===== src/rtl/exu_bjp_resolve.sv =====
// Branch/jump resolve unit: queues committed branches, checks actual outcomes in order,
// and raises a registered redirect on a mispredict.
module exu_bjp_resolve #(
  parameter int PC_SIZE = 32,
  parameter int XLEN    = 32,
  parameter int DEPTH   = 4
) (
  input  logic                         clk,
  input  logic                         rst,
  input  logic                         cmt_i_valid,
  output logic                         cmt_i_ready,
  input  logic                         cmt_i_bjp,
  input  logic                         cmt_i_bjp_prdt,
  input  logic [PC_SIZE-1:0]           cmt_i_pc,
  input  logic [XLEN-1:0]              cmt_i_imm,
  input  logic                         rslv_i_valid,
  output logic                         rslv_i_ready,
  input  logic                         rslv_i_taken,
  output logic                         flush_o_valid,
  input  logic                         flush_o_ready,
  output logic [PC_SIZE-1:0]           flush_o_pc,
  output logic [$clog2(DEPTH):0]       pend_o_cnt,
  output logic [15:0]                  mispr_o_cnt
);

  localparam int PTR_W = $clog2(DEPTH);
  localparam int CNT_W = PTR_W + 1;

  typedef enum logic {IDLE = 1'b0, FLUSH = 1'b1} state_t;

  state_t               state_q, state_d;
  logic [CNT_W-1:0]     wr_ptr_q, wr_ptr_d;
  logic [CNT_W-1:0]     rd_ptr_q, rd_ptr_d;
  logic [PC_SIZE-1:0]   q_pc_q   [DEPTH];
  logic [PC_SIZE-1:0]   q_pc_d   [DEPTH];
  logic [PC_SIZE-1:0]   q_imm_q  [DEPTH];
  logic [PC_SIZE-1:0]   q_imm_d  [DEPTH];
  logic [DEPTH-1:0]     q_prdt_q, q_prdt_d;
  logic [PC_SIZE-1:0]   flush_pc_q, flush_pc_d;
  logic [15:0]          mispr_cnt_q, mispr_cnt_d;

  logic                 push, pop, mispr;
  logic [PTR_W-1:0]     wr_idx, rd_idx;
  logic [PC_SIZE-1:0]   head_pc, head_imm, head_target, head_fall;

  // Only the low PC_SIZE bits of the offset matter: target arithmetic wraps at PC width.
  generate
    if (XLEN > PC_SIZE) begin : g_imm_hi
      logic unused_imm_hi;
      assign unused_imm_hi = ^cmt_i_imm[XLEN-1:PC_SIZE];
    end
  endgenerate

  assign pend_o_cnt   = wr_ptr_q - rd_ptr_q;
  assign cmt_i_ready  = (state_q == IDLE) && (pend_o_cnt < CNT_W'(DEPTH));
  assign rslv_i_ready = (state_q == IDLE) && (pend_o_cnt != '0);
  assign flush_o_valid = (state_q == FLUSH);
  assign flush_o_pc    = flush_pc_q;
  assign mispr_o_cnt   = mispr_cnt_q;

  assign wr_idx      = wr_ptr_q[PTR_W-1:0];
  assign rd_idx      = rd_ptr_q[PTR_W-1:0];
  assign head_pc     = q_pc_q[rd_idx];
  assign head_imm    = q_imm_q[rd_idx];
  assign head_target = head_pc + head_imm;
  assign head_fall   = head_pc + PC_SIZE'(4);

  assign push  = cmt_i_valid && cmt_i_ready && cmt_i_bjp;
  assign pop   = rslv_i_valid && rslv_i_ready;
  assign mispr = pop && (rslv_i_taken != q_prdt_q[rd_idx]);

  always_comb begin
    state_d     = state_q;
    wr_ptr_d    = wr_ptr_q;
    rd_ptr_d    = rd_ptr_q;
    q_pc_d      = q_pc_q;
    q_imm_d     = q_imm_q;
    q_prdt_d    = q_prdt_q;
    flush_pc_d  = flush_pc_q;
    mispr_cnt_d = mispr_cnt_q;

    if (push) begin
      q_pc_d[wr_idx]   = cmt_i_pc;
      q_imm_d[wr_idx]  = cmt_i_imm[PC_SIZE-1:0];
      q_prdt_d[wr_idx] = cmt_i_bjp_prdt;
      wr_ptr_d         = wr_ptr_q + 1'b1;
    end
    if (pop) rd_ptr_d = rd_ptr_q + 1'b1;

    // A mispredict kills everything younger, including a same-cycle push.
    if (mispr) begin
      wr_ptr_d   = '0;
      rd_ptr_d   = '0;
      flush_pc_d = rslv_i_taken ? head_target : head_fall;
      state_d    = FLUSH;
      if (mispr_cnt_q != 16'hFFFF) mispr_cnt_d = mispr_cnt_q + 16'd1;
    end

    if (state_q == FLUSH && flush_o_ready) state_d = IDLE;
  end

  always_ff @(posedge clk or posedge rst) begin
    if (rst) begin
      state_q     <= IDLE;
      wr_ptr_q    <= '0;
      rd_ptr_q    <= '0;
      q_pc_q      <= '{default: '0};
      q_imm_q     <= '{default: '0};
      q_prdt_q    <= '0;
      flush_pc_q  <= '0;
      mispr_cnt_q <= '0;
    end else begin
      state_q     <= state_d;
      wr_ptr_q    <= wr_ptr_d;
      rd_ptr_q    <= rd_ptr_d;
      q_pc_q      <= q_pc_d;
      q_imm_q     <= q_imm_d;
      q_prdt_q    <= q_prdt_d;
      flush_pc_q  <= flush_pc_d;
      mispr_cnt_q <= mispr_cnt_d;
    end
  end

endmodule


===== config.mk =====
export PLATFORM = sky130hd
export DESIGN_NAME = exu_bjp_resolve
export DESIGN_NICKNAME = d
export VERILOG_FILES = /design/src/rtl/exu_bjp_resolve.sv
export SDC_FILE = /design/constraint.sdc
export NUM_CORES = 1
export LEC_CHECK = 0
export BUFFER_PORTS_ARGS = -buffer_cell sky130_fd_sc_hd__buf_2
export CAP_MARGIN = 10
export CORE_MARGIN = 5
export CORE_UTILIZATION = 35
export CTS_BUF_LIST = sky130_fd_sc_hd__clkbuf_8
export CTS_CLUSTER_SIZE = 30
export DETAILED_ROUTE_END_ITERATION = 16
export GPL_ROUTABILITY_DRIVEN = 0
export SYNTH_ARGS = -nofsm -noshare
export SYNTH_HDL_FRONTEND = slang
export SYNTH_SLANG_ARGS = --single-unit

===== constraint.sdc =====
create_clock -name clk -period 9 [get_ports clk]
set_input_delay 0.45 -clock clk [delete_from_list [all_inputs] [get_ports clk]]
set_output_delay 0.45 -clock clk [all_outputs]
set_load 0.02 [all_outputs]

# Word level (Yosys, flattened, before mapping)
# Cells that the tools add are included.
# Widths: inputs -> output; s select.
word_totals:
  regBits: 315
  input_bits: 72
  out_inout_bits: 54
  wordCells: 68
op_classes:
  add_sub_neg: 6
  magnitude_cmp: 7
  n_eq_ne: 2
  muxes: 22
  n_bitwise: 3
  reduce_logical: 14
ops:
  columns: ["operator", "count"]
  rows:
  - ["$bwmux 128", 2]
  - ["$mux 32", 6]
  - ["$bmux 32 s2", 2]
  - ["$demux 32 s2", 1]
  - ["$add 32x3->32 const B", 1]
  - ["$add 32x32->32", 1]
  - ["$add 16x1->16 const B", 1]
  - ["$ne 16x16->1 const B", 1]
  - ["$mux 3", 4]
  - ["$logic_and 1x1->1", 9]
  - ["$add 3x1->3 const B", 2]
  - ["$ge 3x3->1 const B", 2]
  - ["$lt 2x3->1 const B", 2]
  - ["$not 2->3", 2]
  - ["$reduce_bool 2->1", 3]
  - ["$bwmux 4", 1]
  - ["$mux 1", 4]
  - ["$lt 3x1->1 const B", 1]
  - ["$lt 3x3->1 const B", 1]
  - ["$reduce_bool 3->1", 1]
  - ["$sub 3x3->3", 1]
  - ["$bmux 1 s2", 1]
  - ["$demux 1 s2", 1]
  - ["$ge 2x1->1 const B", 1]
  - ["3 further kinds", 3]

# Logic depth before layout (Yosys ltp)
# Gate-level depths: netlist (run 1).
logic_depth:
  ltp_word: 7
  depth_mapped: 16
  depth_no_buf: 11

# Worst setup path before layout (run 1)
# OpenSTA, ideal clock, no wires.
synth_timing:
  path_kind: "flip-flop to flip-flop"
  startpoint: "register rd_ptr_q[0]"
  endpoint: "register flush_pc_q[27], in the netlist flush_o_pc[27]"
  setup_ns: 0.127
  arrival_ns: 4.003
  t_required_ns: 8.873
  setup_slack_ns: 4.869
  path_stages_with_launch: 16
  path_buffers: 5
  synth_period_minus_slack_ns: 4.131
  path_cell_list: "dfrtp_1 buf_6 buf_12 buf_6 buf_4 buf_2 mux4_2 ha_1 o21a_1 o21a_1 a31oi_2 a31oi_1 a211o_1 a311oi_1 o2111a_1 nor3_2"
synth_via:
  elab_chain_len: 6
  elab_cells_between_ends: 18
  cone_classes: "3 x add/sub; 1 x eq/ne; 9 x mux; 1 x bitwise; 4 x reduce/logical"
synth_rtl:
  columns: ["item", "line_no", "source"]
  rows:
  - ["from (decl)", "33", "logic [CNT_W-1:0] rd_ptr_q, rd_ptr_d;"]
  - ["from (signal assigned)", "115", "rd_ptr_q <= rd_ptr_d;"]
  - ["$not 2->3 (implied by the code)", "63, 64", null]
  - ["$bmux 32 s2 (on tied branches)", "63, 64", null]
  - ["$mux 32 (on tied branches) (2 in series)", "63, 64", null]
  - ["$add 32x3->32 / $add 32x32->32 (equally long branches)", "66, 65", null]
  - ["$mux 32", "94", "flush_pc_d = rslv_i_taken ? head_target : head_fall;"]
  - ["to (signal assigned)", "119", "flush_pc_q <= flush_pc_d;"]
  - ["to (decl)", "39", "logic [PC_SIZE-1:0] flush_pc_q, flush_pc_d;"]
# Parallel ways exist; a longest one is shown, timed or not. The select of a mux whose other input is x is not followed.
# A chain may end at the register's enable or synchronous reset.

# Worst setup path in the final report (run 1)
# Ends and elaborated chain as after synthesis.

==> results of run 1 <==
-- report_power, final --
| group | switching [mW] | total (mW) | internal, mW |
|---|---|---|---|
| Clock | 0.575 | 1.26 | 0.683 |
| Combinational | 2.11 | 4.07 | 1.96 |
| Sequential | 0.407 | 2.49 | 2.08 |
-- cells in the final DEF, fill, tap and decap left out, types with 4 or more instances in the layout --
| cell | count |
|---|---|
| and3_1 | 9 |
| mux2_2 | 263 |
| nand2b_1 | 4 |
| nor2_1 | 42 |
| mux4_1 | 8 |
| nand4_1 | 13 |
| a21oi_1 | 39 |
| xor2_1 | 27 |
| or3_1 | 4 |
| a22oi_1 | 6 |
| buf_4 | 11 |
| and4_1 | 5 |
| inv_1 | 41 |
| nand2_1 | 65 |
| mux4_2 | 57 |
| a211oi_1 | 5 |
| buf_2 | 125 |
| a31oi_1 | 7 |
| dfrtp_1 | 313 |
| a21o_1 | 11 |
| mux2i_1 | 6 |
| nand3_1 | 20 |
| nor3_1 | 7 |
| and2_1 | 7 |
| o21a_1 | 9 |
| ha_1 | 39 |
| o21ai_0 | 51 |
| clkbuf_8 | 66 |
| xnor2_1 | 41 |
-- layout make-up --
class,instances,share of cell area (%)
Clock buffer,66,4.981
Inverter,22,0.4734
Antenna cell,1,0.01372
Sequential cell,315,43.25
Tap cell,600,4.117
Timing Repair Buffer,137,3.993
Multi-Input combinational cell,807,42.44
Clock inverter,26,0.7341
-- worst reg2reg max path, cell delays in order (launching register included) --
cell and delay [ps]:
dfrtp_4 810, buf_4 800, mux4_1 760, ha_1 300, a211oi_1 300, o211ai_1 230, a31oi_2 340, a31oi_1 230
a211o_1 460, a311oi_1 380, o2111a_1 240, nor3_2 40
-- metrics by stage --
step / hold slack [ps] / power [mW] / instances / utilization, % / cell area, µm²
floorplan: 467.6 / 5.605 / 1205 / - / 16010
global placement: 467.0 / 6.514 / 1881 / 37.96 / 17190
detailed placement: 474.8 / 6.582 / 1881 / 37.96 / 17190
CTS: 18.54 / 7.890 / 1973 / 40.27 / 18230
global route: 47.11 / 8.439 / 1974 / 40.27 / 18240
finish: 63.48 / 7.820 / 1974 / 40.27 / 18240
-- layer usage --
metal  routed length (µm)  up-vias  GRT usage [%]
met5                   34        -              0
met4                  593        6          3.794
met3                 1921       54          3.171
met2                19490      234          26.12
met1                17940     5355          21.75
li1                     -     4706              -
-- flip-flops by register name, indices dropped and copies added (netlist names) --
signal         flops
q_imm_q          128
flush_o_valid      1
rd_ptr_q           3
q_pc_q           128
q_prdt_q           4
mispr_o_cnt       16
flush_o_pc        32
wr_ptr_q           3
-- cell families after synthesis --
kind of cell | share of synthesized area (%)
AOI/OAI and AO/OA | 6.362
muxes | 28.21
adders and majority gates | 3.298
buffers and inverters | 2.478
and+or+nand+nor | 6.456
DFF | 49.24
xor gates and xnor gates | 3.962
-- final timing paths --
path                                              end                        from  slack, ps  depth (start not counted)
min in group asynchronous     q_pc_q[105]$_DFFE_PP0P_                         rst         80                          3
hold reg to reg            mispr_o_cnt[6]$_DFFE_PP0P_  mispr_o_cnt[6]$_DFFE_PP0P_        490                          1
setup / recovery           flush_o_pc[27]$_DFFE_PP0P_     rd_ptr_q[0]$_DFFE_PP0P_       3980                         11
setup reg to reg           flush_o_pc[27]$_DFFE_PP0P_     rd_ptr_q[0]$_DFFE_PP0P_       3980                         11
hold / removal              flush_o_valid$_DFFE_PP0P_               flush_o_ready         60                          2
max in group asynchronous     rd_ptr_q[0]$_DFFE_PP0P_                         rst       7500                          4
==> flow_summary.yaml, run 1 <==
yosys:
  synth_top_area_share_pct: 49.24
  syn-num-nets: 1318
  synthDistinctLibCells: 72
  synth_edf_count: 0
  synth.ff_latch_count: 315
  synth_area_um2: 16010
  synth_ff_type: "dfrtp_1"
  synth_cells: 1205
  synth_area_leaders: "dfrtp_1 49%, mux2_2 18%, mux4_2 8.0%, ha_1 3.0%, xnor2_1 2.2%"
  synthArstFlopShare_pct: 100.0
  yosys_warnings: 0
  yosysMostFrequentCell: "dfrtp_1"
  syn_area_per_cell_um2: 13.29
  yosysTopAreaCell: "dfrtp_1"
  netlist_top_cells_count: "315 x dfrtp_1, 263 x mux2_2, 66 x nand2_1"
  yosysSeqAreaShare_pct: 49.24
clock_tree:
  ctsRootBufferMaster: "clkbuf_8"
  clk_latency_ps: 600
  clockBufferDepth: 3
  holdBufCountCts: 0
  htree_levels: 2
  ctsResizeCount: 0
  tritoncts.num_buffers: 53
  cts_tree: "done"
  cts_setup_buffers: 0
  clkTransAtPathRegs_ps: 60
  cts.sinks: 315
grt:
  track_usage_pct: 15.85
  grt_pass1_wl_um: 63550
  antenna_found_initial: 6
  grt.overflow.total: 0
  grt_pass1_vias: 10900
  grt_max_degree: 143
sta:
  skew_ps: 16.28
  max_freq_ghz: 0.1994
  finalSetupViolations: 0
  hold_viol: 0
  rsz0062_at_grt: "false"
  final.min_clock_period_ps: 5015
  worst_pin_slew_ps: 1131
  maxSlewViolCount: 0
  period_share_pct: 55.72
  fin_setup_tns_ps: 0
  fin_ws_ps: 3985
  slew_headroom_pct: 24.57
flow_run:
  drv_cap: 0
detailed_routing:
  avgViaCountPerCell: 5.246
  wl_per_cell_um: 20.25
  vias: 10360
  wl_um: 39980
  postRouteAntennaNets: 0
  drtIter0Drc: 679
  drcViolationCount: 0
  firstDrtPassIters: 5
placement:
  pre_cts_ws_ps: 3967
  port_buffers: 125
  place_hpwl_um: 26300
setup_path:
  critPathMaxFanout: 42
  slowest_stage: "dfrtp_4"
  cpPeakStageDelay_ps: 810
  arrival_ps: 5490
  cp_top_family: "compound AO/OA/AOI/OAI gates"
  crit_path_end_kind: "register"
  critPathRequiredTime_ps: 9480
  critical_path_class: "register to register"
  startpoint_type: "register"
  path_cells: "buf_4 > mux4_1 > ha_1 > a211oi_1 > o211ai_1 > a31oi_2 > a31oi_1 > a211o_1 > a311oi_1 > o2111a_1 > nor3_2"
  crit_buf_inv: 1
power_and_ir_drop:
  p_per_area_nw_per_um2: 428.8
  peakVddDrop_mv: 0.2079
  leakage_nw: 8.149
die:
  die_h_um: 223.9
  core_area_um2: 45280
  die_w_um: 223.9
  row_count: 78
  start_util_pct: 35.35
  dieArea_um2: 50120
  num_io_pins: 126
layout:
  synthToLayoutAreaGrowth_pct: 13.91
  final-seq-area_um2: 7888
  drive_above_1_share_pct: 40.57
  nNetsFinal: 1449
  fillers: 4291
  multi_input_area_um2: 7739
run_status:
  status: "finished, final reports clean"
min_path:
  worstHoldPathType: "primary input to register"
No activity file was read; power rests on OpenSTA's default activity.
==> inputs of run 2 (changes only) <==
==> constraint.sdc (replaced) <==
create_clock -name clk -period 4.3 [get_ports clk]
set_input_delay 0.215 -clock clk [delete_from_list [all_inputs] [get_ports clk]]
set_output_delay 0.215 -clock clk [all_outputs]
set_load 0.02 [all_outputs]
==> run 2 against run 1 <==
Design area increased by 5.0%. Core utilization grew 2.0 points. Power is 110% higher. Non-clock buffer count increased by 82. Setup slack worse by 3700 ps. Critical endpoint unchanged. First-iteration DRC count shrank 24%. Clock power is 110% higher. Die area unchanged. Register-to-register slack worse by 3700 ps. Maximum frequency grew 24%. Wire length is 0.19% lower.
==> flow_summary.yaml, run 2 (synthesis gave the netlist of run 1 again) <==
setup_path:
  startpoint_type: "register"
  path_cells: "mux4_1 > ha_1 > a211oi_1 > o211ai_1 > a31oi_2 > a31oi_1 > a211o_1 > a311oi_1 > o2111a_1 > nor3_2"
  crit_buf_inv: 0
  critical_path_class: "register to register"
  critPathRequiredTime_ps: 4770
  cp_top_family: "compound AO/OA/AOI/OAI gates"
  slowest_stage: "dfrtp_4"
  cpPeakStageDelay_ps: 760
  arrival_ps: 4500
  crit_path_end_kind: "register"
  critPathMaxFanout: 25
sta:
  fin_ws_ps: 266.7
  skew_ps: 13.85
  finalSetupViolations: 0
  hold_viol: 0
  fin_setup_tns_ps: 0
  period_share_pct: 93.80
  worst_pin_slew_ps: 771.1
  rsz0062_at_grt: "false"
  maxSlewViolCount: 0
  final.min_clock_period_ps: 4033
  slew_headroom_pct: 48.59
  max_freq_ghz: 0.2479
power_and_ir_drop:
  leakage_nw: 8.529
  p_seq_share_pct: 31.1
  switchingPower_mw: 6.643
  clockPowerShare_pct: 15.8
  peakVddDrop_mv: 0.4154
  fin_total_pwr_mw: 16.67
  power.internal_mw: 10.03
  combPwrFrac_pct: 53.2
  p_per_area_nw_per_um2: 870.4
  sw_frac_of_total_pct: 39.85
detailed_routing:
  postRouteAntennaNets: 0
  wl_um: 39900
  avgViaCountPerCell: 5.159
  wl_per_cell_um: 19.39
  route.met3.wl_um: 1878
  wl_met1_um: 17910
  wl_met2_um: 19160
  top_layer: "met5"
  firstDrtPassIters: 5
  drcViolationCount: 0
  vias: 10620
  drtIter0Drc: 515
layout:
  final-seq-area_um2: 7888
  nNetsFinal: 1531
  final_cell_mix: "313 x dfrtp_1, 263 x mux2_2, 125 x buf_2"
  multi_input_area_um2: 7739
  final_common_cell: "dfrtp_1"
  drive_above_1_share_pct: 39.70
  fillers: 4290
  final_cells: 2058
  synthToLayoutAreaGrowth_pct: 19.63
  utilization_pct: 42.29
clock_tree:
  tritoncts.num_buffers: 53
  clkTransAtPathRegs_ps: 60
  cts_tree: "done"
  holdBufCountCts: 68
  ctsRootBufferMaster: "clkbuf_8"
  clockBufferDepth: 3
  clk_latency_ps: 590
  cts_setup_buffers: 0
  htree_levels: 2
  cts.sinks: 315
  ctsResizeCount: 0
die:
  num_io_pins: 126
  row_count: 78
  die_h_um: 223.9
  start_util_pct: 35.35
  core_area_um2: 45280
  dieArea_um2: 50120
  die_w_um: 223.9
placement:
  place_hpwl_um: 27780
  port_buffers: 125
  dp.cells: 1895
  pre_cts_ws_ps: 251.6
grt:
  grt.overflow.total: 0
  grt_pass1_wl_um: 63620
  antenna_found_initial: 3
  grt_max_degree: 137
  grt_pass1_vias: 11350
  track_usage_pct: 15.80
flow_run:
  drv_cap: 0
run_status:
  status: "finished, final reports clean"
min_path:
  worstHoldPathType: "primary input to async pin"
## run 2: changes by cell type in the layout (fill, tap and decap cells not counted)
cell           delta
dlygate4sd3_1    +68
clkinv_2          +5
buf_4             +5
diode_2           +1
inv_1             -6
bufinv_16         -1
clkbuf_8          +3
buf_12            +9
## run 2: final timing paths
check                      slack, ps                       start                          to  cells after the start
max                              270     rd_ptr_q[0]$_DFFE_PP0P_  flush_o_pc[27]$_DFFE_PP0P_                     10
min                               80                         rst      q_pc_q[38]$_DFFE_PP0P_                      3
max reg2reg                      270     rd_ptr_q[0]$_DFFE_PP0P_  flush_o_pc[27]$_DFFE_PP0P_                     10
min reg2reg                      470  flush_o_pc[10]$_DFFE_PP0P_  flush_o_pc[10]$_DFFE_PP0P_                      1
max in group asynchronous       3240                         rst    q_imm_q[123]$_DFFE_PP0P_                      4
min in group clk                 150                 cmt_i_valid     wr_ptr_q[0]$_DFFE_PP0P_                      4
## run 2: cell type report
cell class              count  share of cell area (%)
clock inverters            24                  0.5553
well taps                 600                   3.920
repair buffers            219                   8.493
diodes                      2                 0.02613
inverters                  22                  0.4508
flip-flops and latches    315                   41.19
clock buffers              69                   4.959
multi-input cells         807                   40.41
## run 2: per-stage QoR
stage | area, µm² | hold slack [ps]
after floorplan | 16010 | 322.3
after global placement | 17410 | 141.1
after detailed placement | 17410 | 137.6
after CTS | 19150 | 30.10
after global routing | 19150 | 84.75
final | 19150 | 84.58
## run 2: power groups by stage
stage                     Sequential [mW]  Clock (mW)  Combinational, mW
after floorplan                      5.09           0               6.64
after global placement               5.17           0               8.71
after detailed placement             5.24           0               8.81
after CTS                            5.19        2.72               8.90
after global routing                 5.36        2.85               9.71
final                                5.18        2.63               8.86
## run 2: routing by layer
metal  GRT usage (%)  up-vias
li1                -     4874
met1           21.51     5438
met2           26.05      236
met3           2.975       68
met4           4.387        2
met5               0        -
## run 2: worst register-to-register path, stage by stage (launching register included)
cell and delay, ps:
dfrtp_4 760, mux4_1 750, ha_1 300, a211oi_1 310, o211ai_1 220, a31oi_2 340
a31oi_1 190, a211o_1 420, a311oi_1 360, o2111a_1 230, nor3_2 40
